**src/rtl/instr_fetch_unit_pkg.sv**
```systemverilog
// Shared processor definitions for the fetch stage: state encoding, widths
// and the default reset PC.
package instr_fetch_unit_pkg;

   localparam int PC_W    = 64;
   localparam int INSTR_W = 32;

   localparam logic [PC_W-1:0] DEFAULT_RESET_PC = 64'h0;

   typedef enum logic [2:0] {
      ST_IDLE      = 3'd0,
      ST_REQ       = 3'd1,
      ST_ISSUE     = 3'd2,
      ST_WAIT_NEXT = 3'd3,
      ST_HALT      = 3'd4
   } fetch_state_t;

   function automatic logic pc_misaligned(input logic [PC_W-1:0] pc);
      return pc[1:0] != 2'b00;
   endfunction

endpackage

```
**src/rtl/instr_fetch_unit_pc_register.sv**
```systemverilog
// Program counter register with load enable; reset loads RESET_PC.
module pc_register
   import instr_fetch_unit_pkg::*;
#(
   parameter logic [PC_W-1:0] RESET_PC = DEFAULT_RESET_PC
) (
   input  logic            clk,
   input  logic            rst,
   input  logic            load,
   input  logic [PC_W-1:0] d,
   output logic [PC_W-1:0] q
);

   always_ff @(posedge clk or posedge rst) begin
      if (rst) begin
         q <= RESET_PC;
      end else if (load) begin
         q <= d;
      end
   end

endmodule

```
**src/rtl/instr_fetch_unit.sv**
```systemverilog
// Instruction fetch FSM: request a word at CurrentPC, hand it to decode,
// then wait for the resolved next PC. Misaligned next PC halts fetching.
module instr_fetch_unit
   import instr_fetch_unit_pkg::*;
#(
   parameter logic [PC_W-1:0] RESET_PC = DEFAULT_RESET_PC
) (
   input  logic               CLK,
   input  logic               Reset,
   input  logic [PC_W-1:0]    NextPC,
   input  logic               NextPCValid,
   output logic               IMemReq,
   output logic [PC_W-1:0]    IMemAddr,
   input  logic               IMemAck,
   input  logic [INSTR_W-1:0] IMemData,
   output logic [INSTR_W-1:0] Instruction,
   output logic               InstrValid,
   input  logic               InstrReady,
   output logic [PC_W-1:0]    CurrentPC,
   output logic               Misaligned,
   output logic [31:0]        FetchCount,
   output fetch_state_t       State
);

   fetch_state_t       state;
   fetch_state_t       state_next;
   logic               pc_load;
   logic               instr_capture;
   logic               count_inc;
   logic [INSTR_W-1:0] instruction_q;
   logic               misaligned_q;
   logic [31:0]        fetch_count;

   always_ff @(posedge CLK or posedge Reset) begin
      if (Reset) begin
         state <= ST_IDLE;
      end else begin
         state <= state_next;
      end
   end

   always_comb begin
      state_next    = state;
      pc_load       = 1'b0;
      instr_capture = 1'b0;
      count_inc     = 1'b0;
      unique case (state)
         ST_IDLE: state_next = ST_REQ;
         ST_REQ: begin
            if (IMemAck) begin
               instr_capture = 1'b1;
               state_next    = ST_ISSUE;
            end
         end
         ST_ISSUE: begin
            if (InstrReady) begin
               count_inc  = 1'b1;
               state_next = ST_WAIT_NEXT;
            end
         end
         ST_WAIT_NEXT: begin
            if (NextPCValid) begin
               pc_load    = 1'b1;
               state_next = pc_misaligned(NextPC) ? ST_HALT : ST_REQ;
            end
         end
         ST_HALT: state_next = ST_HALT;
         default: state_next = ST_IDLE;
      endcase
   end

   // A misaligned target is still loaded so CurrentPC shows the faulting address.
   pc_register #(.RESET_PC(RESET_PC)) u_pc (
      .clk  (CLK),
      .rst  (Reset),
      .load (pc_load),
      .d    (NextPC),
      .q    (CurrentPC)
   );

   always_ff @(posedge CLK or posedge Reset) begin
      if (Reset) begin
         instruction_q <= '0;
         misaligned_q  <= 1'b0;
         fetch_count   <= '0;
      end else begin
         if (instr_capture) begin
            instruction_q <= IMemData;
         end
         if (pc_load && pc_misaligned(NextPC)) begin
            misaligned_q <= 1'b1;
         end
         if (count_inc) begin
            fetch_count <= fetch_count + 32'd1;
         end
      end
   end

   assign IMemReq     = (state == ST_REQ);
   assign InstrValid  = (state == ST_ISSUE);
   assign IMemAddr    = CurrentPC;
   assign Instruction = instruction_q;
   assign Misaligned  = misaligned_q;
   assign FetchCount  = fetch_count;
   assign State       = state;

endmodule
```
**config.mk**
```make
export PLATFORM = sky130hd
export DESIGN_NAME = instr_fetch_unit
export DESIGN_NICKNAME = d
export VERILOG_FILES = /design/src/rtl/instr_fetch_unit_pkg.sv /design/src/rtl/instr_fetch_unit_pc_register.sv /design/src/rtl/instr_fetch_unit.sv
export SDC_FILE = /design/constraint.sdc
export NUM_CORES = 1
export LEC_CHECK = 0
export BUFFER_PORTS_ARGS = -buffer_cell sky130_fd_sc_hd__buf_2
export CORE_AREA = 2 2 115 117
export CTS_CLUSTER_DIAMETER = 80
export DETAILED_ROUTE_END_ITERATION = 8
export DIE_AREA = 0 0 117 119
export HOLD_SLACK_MARGIN = 0.02
export PLACE_DENSITY_LB_ADDON = 0.12
export REMOVE_ABC_BUFFERS = 1
export SYNTH_ARGS = -nofsm -noshare
export SYNTH_HDL_FRONTEND = slang
export SYNTH_SLANG_ARGS = --single-unit
```
**constraint.sdc**
```tcl
create_clock -name CLK -period 10.41 [get_ports CLK]
set_input_delay 0 -clock CLK [delete_from_list [all_inputs] [get_ports CLK]]
set_output_delay 0 -clock CLK [all_outputs]
set_load 0.01 [all_outputs]
```
==> flow_summary.toml, run 1 <==
[global_route]
grt_use_total_pct = 20.96
grt_max_degree = 72
grt_pass1_wl_um = 22350
grt_pass1_vias = 4509
antenna_found_initial = 0
grt_overflow_total = 0

[timing]
slew_violations = 0
finClkSkew_ns = 0.003637
max_slew_margin_pct = 44.02
timing.hold.ws_ns = 0.3227
hold_violations = 0
rsz0062_at_grt = "false"
setup_violations = 0
fmax_mhz = 507.2
fin_setup_tns_ns = 0
fin_crit_sh_pct = 18.94
fin_crit_ns = 1.971
worstMarginPinSlew_ns = 0.8398
worst_slack_ns = 8.439

[clock_network]
cts_hold_buf = 100
cts_buffers = 17
cts_resized = 0
numClockSinks = 132
h-tree-depth = 4
cts_tree = "yes"
clock_latency_ns = 0.41
clock_path_buffers = 2
clkTransAtPathRegs_ns = 0.05
cts-root-buf = "clkbuf_16"
post_cts_buffers = 0

[power_and_ir_drop]
power_density_mw_per_mm2 = 270.3
p_total_mw = 2.292
seq_power_share_pct = 38.1
peakVddDrop_uv = 204.0
p_sw_share_pct = 34.18
power_frac_comb_pct = 37.1
p_leak_nw = 4.257
p_switching_mw = 0.7834
p_clk_share_pct = 24.8
power.internal_mw = 1.508

[setup_path]
path_depth = 4
path_cells = "nor3b_1 -> and2_1 -> buf_4 -> mux2_1"
crit_path_top_delay_cell = "dfrtp_1"
cp-startpoint = "State[1]$_DFFE_PP0P_"
endpoint_kind = "flop"
cp-start-kind = "flop"
rrSetupSlack_ns = 8.44
cpLargestDelayFamily = "simple AND/OR/NAND/NOR gates"
path_buf_inv = 1
r2r_start = "State[1]$_DFFE_PP0P_"
r2r_end = "Instruction[5]$_DFFE_PP0P_"
endpoint = "Instruction[5]$_DFFE_PP0P_"
cp.required_ns = 10.69
crit_type = "flop to flop"
path_max_fanout = 32
reg2regPathDepth = 4
cp_slowest_stage_delay_ns = 0.49
worstPathArrival_ns = 2.25

[logic_synthesis]
synth-edff-count = 0
async_flop_share_pct = 100.0
avgSynthCellArea_um2 = 13.60
synth.most_common_cell = "dfrtp_1"
synth_area_mm2 = 0.005724
ys_types = 31
synthTopCellsByArea = "dfrtp_1 58%, mux2_1 17%, buf_4 8.9%"
synth_ff_type = "dfrtp_1"
yosys_warnings = 0
yosys_register_bits = 132
synth_top_cells_by_count = "132 x dfrtp_1, 86 x mux2_1, 68 x buf_4"
yosysTopAreaCell = "dfrtp_1"
ys_seq_area_share_pct = 57.70
synth_top_area_share_pct = 57.70
syn_inst = 421

[routing]
wl_per_cell_um = 15.19
antenna_left = 0
vias = 4439
vias_per_cell = 4.668
first_pass_iters = 4
drc = 0
initialDrtViolationCount = 188
wl_um = 14450

[run_status]
status = "completed"

[final_layout]
area_delta_synth_final_pct = 48.11
fillers = 954
num_antenna_cells = 0
nNetsFinal = 865
post-route-cell-area_mm2 = 0.008478
drive_above_1_share_pct = 44.52

[floorplan]
rows = 42
die_w_um = 117
initial_core_util_pct = 44.46
fp.dieArea_mm2 = 0.01392
core_mm2 = 0.01287
fp.dieH_um = 119
pin_count = 299

[job]
maxCapViolations = 0

[placed_design]
place_hpwl_um = 9994
dpl_worst_slack_ns = 8.474
port_buffers = 298
finalWeightedCongestion = 0.8429
placed_cell_area_mm2 = 0.006900

[min_path]
hp-class = "primary input to async pin"
## power by group through the flow
stage	combinational (mW)	sequential [mW]	clock [mW]
floorplan	0.246	1.03	0
global placement	0.818	0.864	0
detailed placement	0.823	0.878	0
CTS	0.854	0.871	0.584
global route	0.928	0.900	0.610
finish	0.850	0.872	0.569
## state kept, by name (all words and copies together), names as in the netlist
signal,cells
FetchCount,32
Misaligned,1
State,3
u_pc.q,64
Instruction,32
## layout by cell type, fill, tap and decap left out, drive strengths merged, types with 2 or more instances in the layout
master,count
inv,5
buf,301
nand3,13
nor4,2
clkinv,2
nor2,13
dlygate4sd3,100
nor3b,2
and4,2
nand4,16
nand2,12
xnor2,27
clkbuf,28
xor2,4
nor3,4
and3,3
nand4b,2
mux2,97
dfrtp,132
## through the flow
stage	utilization (%)	cells
2_1_floorplan	-	343
4_1_cts	65.85	951
6_report	65.85	951
3_3_place_gp	53.60	820
3_5_place_dp	53.60	820
5_1_grt	65.85	951
## layout make-up
type	count	area, um^2	area share (%)
timing repair buffer	401	2515	29.66
inverter	5	21.27	0.2509
clock inverter	3	40.04	0.4723
clock buffer	28	536.8	6.331
tap	176	220.2	2.597
sequential	132	3303	38.96
multi-input combinational	206	1842	21.72
## cells by family after synthesis
kind of cell / synth area share [%]
adder cells (fa/ha/maj): 0.2185
flip-flops: 57.70
AO/OA/AOI/OAI: 0.4591
AND/OR/NAND/NOR: 7.672
XOR/XNOR: 4.743
buffers and inverters: 10.12
multiplexers: 19.08
## metal layers
metal	up-vias	share of wire (%)	GRT usage (%)
met1	2157	41	24.55
met5	-	0	0
met2	177	50	35.48
li1	2069	-	-
met3	36	5.8	5.903
met4	0	3.1	9.265
## worst min-delay path by stage
| stage | to | start | cells after the start | slack [ns] |
|---|---|---|---|---|
| 6_report | Instruction[18]$_DFFE_PP0P_ | Reset | 3 | 0.32 |
| 5_1_grt | u_pc.q[43]$_DFFE_PP0P_ | NextPC[43] | 3 | 0.34 |
| 4_1_cts | u_pc.q[48]$_DFFE_PP0P_ | NextPC[48] | 3 | 0.31 |
| 3_5_place_dp | u_pc.q[7]$_DFFE_PP0P_ | NextPC[7] | 2 | 0.22 |
| 3_3_place_gp | u_pc.q[43]$_DFFE_PP0P_ | NextPC[43] | 2 | 0.21 |
| 2_1_floorplan | u_pc.q[0]$_DFFE_PP0P_ | NextPC[0] | 1 | 0.13 |
## worst min-delay path, cell delays in order
cell	delay, ns
dlygate4sd3_1	0.54
buf_2	0.14
inv_4	0.58
Note: power is estimated with default switching activity, not from simulation.
==> inputs of run 2 (changes only) <==
--- a/config.mk
+++ b/config.mk
@@ -6,10 +6,9 @@
 export NUM_CORES = 1
 export LEC_CHECK = 0
 export BUFFER_PORTS_ARGS = -buffer_cell sky130_fd_sc_hd__buf_2
-export CORE_AREA = 2 2 115 117
+export CORE_UTILIZATION = 41
 export CTS_CLUSTER_DIAMETER = 80
 export DETAILED_ROUTE_END_ITERATION = 8
-export DIE_AREA = 0 0 117 119
 export HOLD_SLACK_MARGIN = 0.02
 export PLACE_DENSITY_LB_ADDON = 0.12
 export REMOVE_ABC_BUFFERS = 1
==> constraint.sdc (replaced) <==
create_clock -name CLK -period 1.7 [get_ports CLK]
set_input_delay 0 -clock CLK [delete_from_list [all_inputs] [get_ports CLK]]
set_output_delay 0 -clock CLK [all_outputs]
set_load 0.01 [all_outputs]
==> run 2 against run 1 <==
Effect of this change: fmax is 23% higher; die area is 3.7% higher; register-to-register slack worse by 8.3 ns; design area is 2.7% higher; routed wire length is 3.0% higher; setup slack worse by 8.3 ns; power grew to 6.2 times the previous value; sequential share of layout area is 1.0 points lower; first-iteration DRC count is 22% lower; critical path depth stayed put; critical path type unchanged; largest cell class unchanged.
==> flow_summary.toml, run 2 (synthesized netlist as in run 1, its figures left out) <==
[setup_path]
cp.required_ns = 1.98
worstPathArrival_ns = 1.88
crit_type = "flop to flop"
path_cells = "nor3b_1 -> and2_1 -> buf_12 -> mux2_1"
crit_path_top_delay_cell = "dfrtp_1"
path_buf_inv = 1
cp_slowest_stage_delay_ns = 0.43
path_max_fanout = 32
endpoint_kind = "flop"
path_depth = 4
cpLargestDelayFamily = "simple AND/OR/NAND/NOR gates"
rrSetupSlack_ns = 0.1
cp-start-kind = "flop"
reg2regPathDepth = 4

[timing]
setup_violations = 0
rsz0062_at_grt = "false"
timing.hold.ws_ns = 0.08647
slew_violations = 0
hold_violations = 0
worstMarginPinSlew_ns = 0.4995
fin_setup_tns_ns = 0
fin_crit_sh_pct = 94.13
fmax_mhz = 624.9
max_slew_margin_pct = 66.45
finClkSkew_ns = 0.007684
fin_crit_ns = 1.600

[routing]
drc = 0
vias_per_cell = 4.629
wl_per_cell_um = 15.32
vias = 4495
antenna_left = 0
wl_um = 14880
first_pass_iters = 4
initialDrtViolationCount = 146

[placed_design]
place_hpwl_um = 10170
port_buffers = 298
finalWeightedCongestion = 0.7647
placed_cell_area_mm2 = 0.007113

[power_and_ir_drop]
p_switching_mw = 4.922
power_frac_comb_pct = 38.2
power.internal_mw = 9.344
p_sw_share_pct = 34.50
peakVddDrop_uv = 1214
p_clk_share_pct = 24.8
p_leak_nw = 4.376
power_density_mw_per_mm2 = 1639
seq_power_share_pct = 37.1

[final_layout]
layout_common_cells = "298 x buf_2, 132 x dfrtp_1, 101 x dlygate4sd3_1"
nNetsFinal = 886
area_delta_synth_final_pct = 52.04
final_common_cell = "buf_2"
largest_register = "u_pc.q"
multi_input_comb_area_mm2 = 0.001847
num_antenna_cells = 0
drive_above_1_share_pct = 46.42
regArea_mm2 = 0.003303
fillers = 1051
largest_reg_flops = 64
post-route-cell-area_mm2 = 0.008703

[clock_network]
cts_tree = "yes"
clock_latency_ns = 0.41
numClockSinks = 132
cts-root-buf = "clkbuf_16"
post_cts_buffers = 0
clock_path_buffers = 2
clkTransAtPathRegs_ns = 0.06
cts_buffers = 17
h-tree-depth = 4

[floorplan]
initial_core_util_pct = 42.55
pin_count = 299
core_mm2 = 0.01345
rows = 42
fp.dieH_um = 120.2
die_w_um = 120.2
fp.dieArea_mm2 = 0.01444

[global_route]
grt_overflow_total = 0
grt_pass1_vias = 4608
antenna_found_initial = 0
grt_max_degree = 66
grt_pass1_wl_um = 23480
grt_use_total_pct = 21.16

[run_status]
status = "completed"

[job]
maxCapViolations = 0

[min_path]
hp-class = "primary input to async pin"
[run 2: changes by cell type in the layout (fill, tap and decap cells not counted), sizes merged]
cell,delta
buf,+20
bufinv,+1
clkbuf,-8
clkinv,+3
clkinvlp,+3
dlygate4sd3,+1
[run 2: power groups by stage]
stage               clock [mW]  combinational [mW]  sequential, mW
floorplan                    0                1.51            6.29
global placement             0                5.21            5.24
detailed placement           0                5.25            5.33
CTS                       3.62                5.46            5.28
global route              3.75                5.86            5.45
finish                    3.53                5.45            5.29
[run 2: layout make-up]
cell class,count,area share (%)
clock inverter,10,1.236
timing repair buffer,422,31.45
sequential,132,37.95
multi-input combinational,206,21.22
tap,176,2.530
clock buffer,20,5.362
inverter,5,0.2444
[run 2: routing by layer]
metal | global-route usage [%] | wire length, um | up-vias | share of wire, %
met1 | 25.27 | 6154 | 2190 | 41
met5 | 0 | 0 | - | 0
met3 | 5.038 | 831 | 24 | 5.6
met4 | 8.438 | 255 | 0 | 1.7
met2 | 36.49 | 7637 | 162 | 51
li1 | - | - | 2119 | -
[run 2: worst register-to-register path, delay by kind of cell (launching register included)]
kind	cells	cell delay [ns]
DFF	1	0.43
buffers and inverters	1	0.22
and+or+nand+nor	2	0.45
muxes	1	0.37
[run 2: what timing repair did]
item / 4_1_cts / 5_1_grt
endpoints found under the setup margin: 0 / 3
resized for setup: 0 / 1
hold endpoints to repair: 235 / 0
hold buffers: 101 / 0
[run 2: stage by stage]
step | std cells | utilization (%) | setup slack, ns | power [mW]
2_1_floorplan | 343 | - | -1.908 | 7.800
3_3_place_gp | 840 | 52.87 | 0.1192 | 10.45
3_5_place_dp | 840 | 52.87 | 0.08188 | 10.58
4_1_cts | 971 | 64.66 | 0.06418 | 14.36
5_1_grt | 971 | 64.69 | 0.001541 | 15.07
6_report | 971 | 64.69 | 0.09979 | 14.27
[run 2: path summary, 6_finish.rpt]
path                                               end                   start
max                        Instruction[23]$_DFFE_PP0P_    State[2]$_DFFE_PP0P_
min reg2reg                     Misaligned$_DFFE_PP0P_  Misaligned$_DFFE_PP0P_
max in group asynchronous       u_pc.q[13]$_DFFE_PP0P_                   Reset
min                             u_pc.q[60]$_DFFE_PP0P_                   Reset
max reg2reg                Instruction[23]$_DFFE_PP0P_    State[2]$_DFFE_PP0P_
min in group CLK                 u_pc.q[3]$_DFFE_PP0P_               NextPC[3]
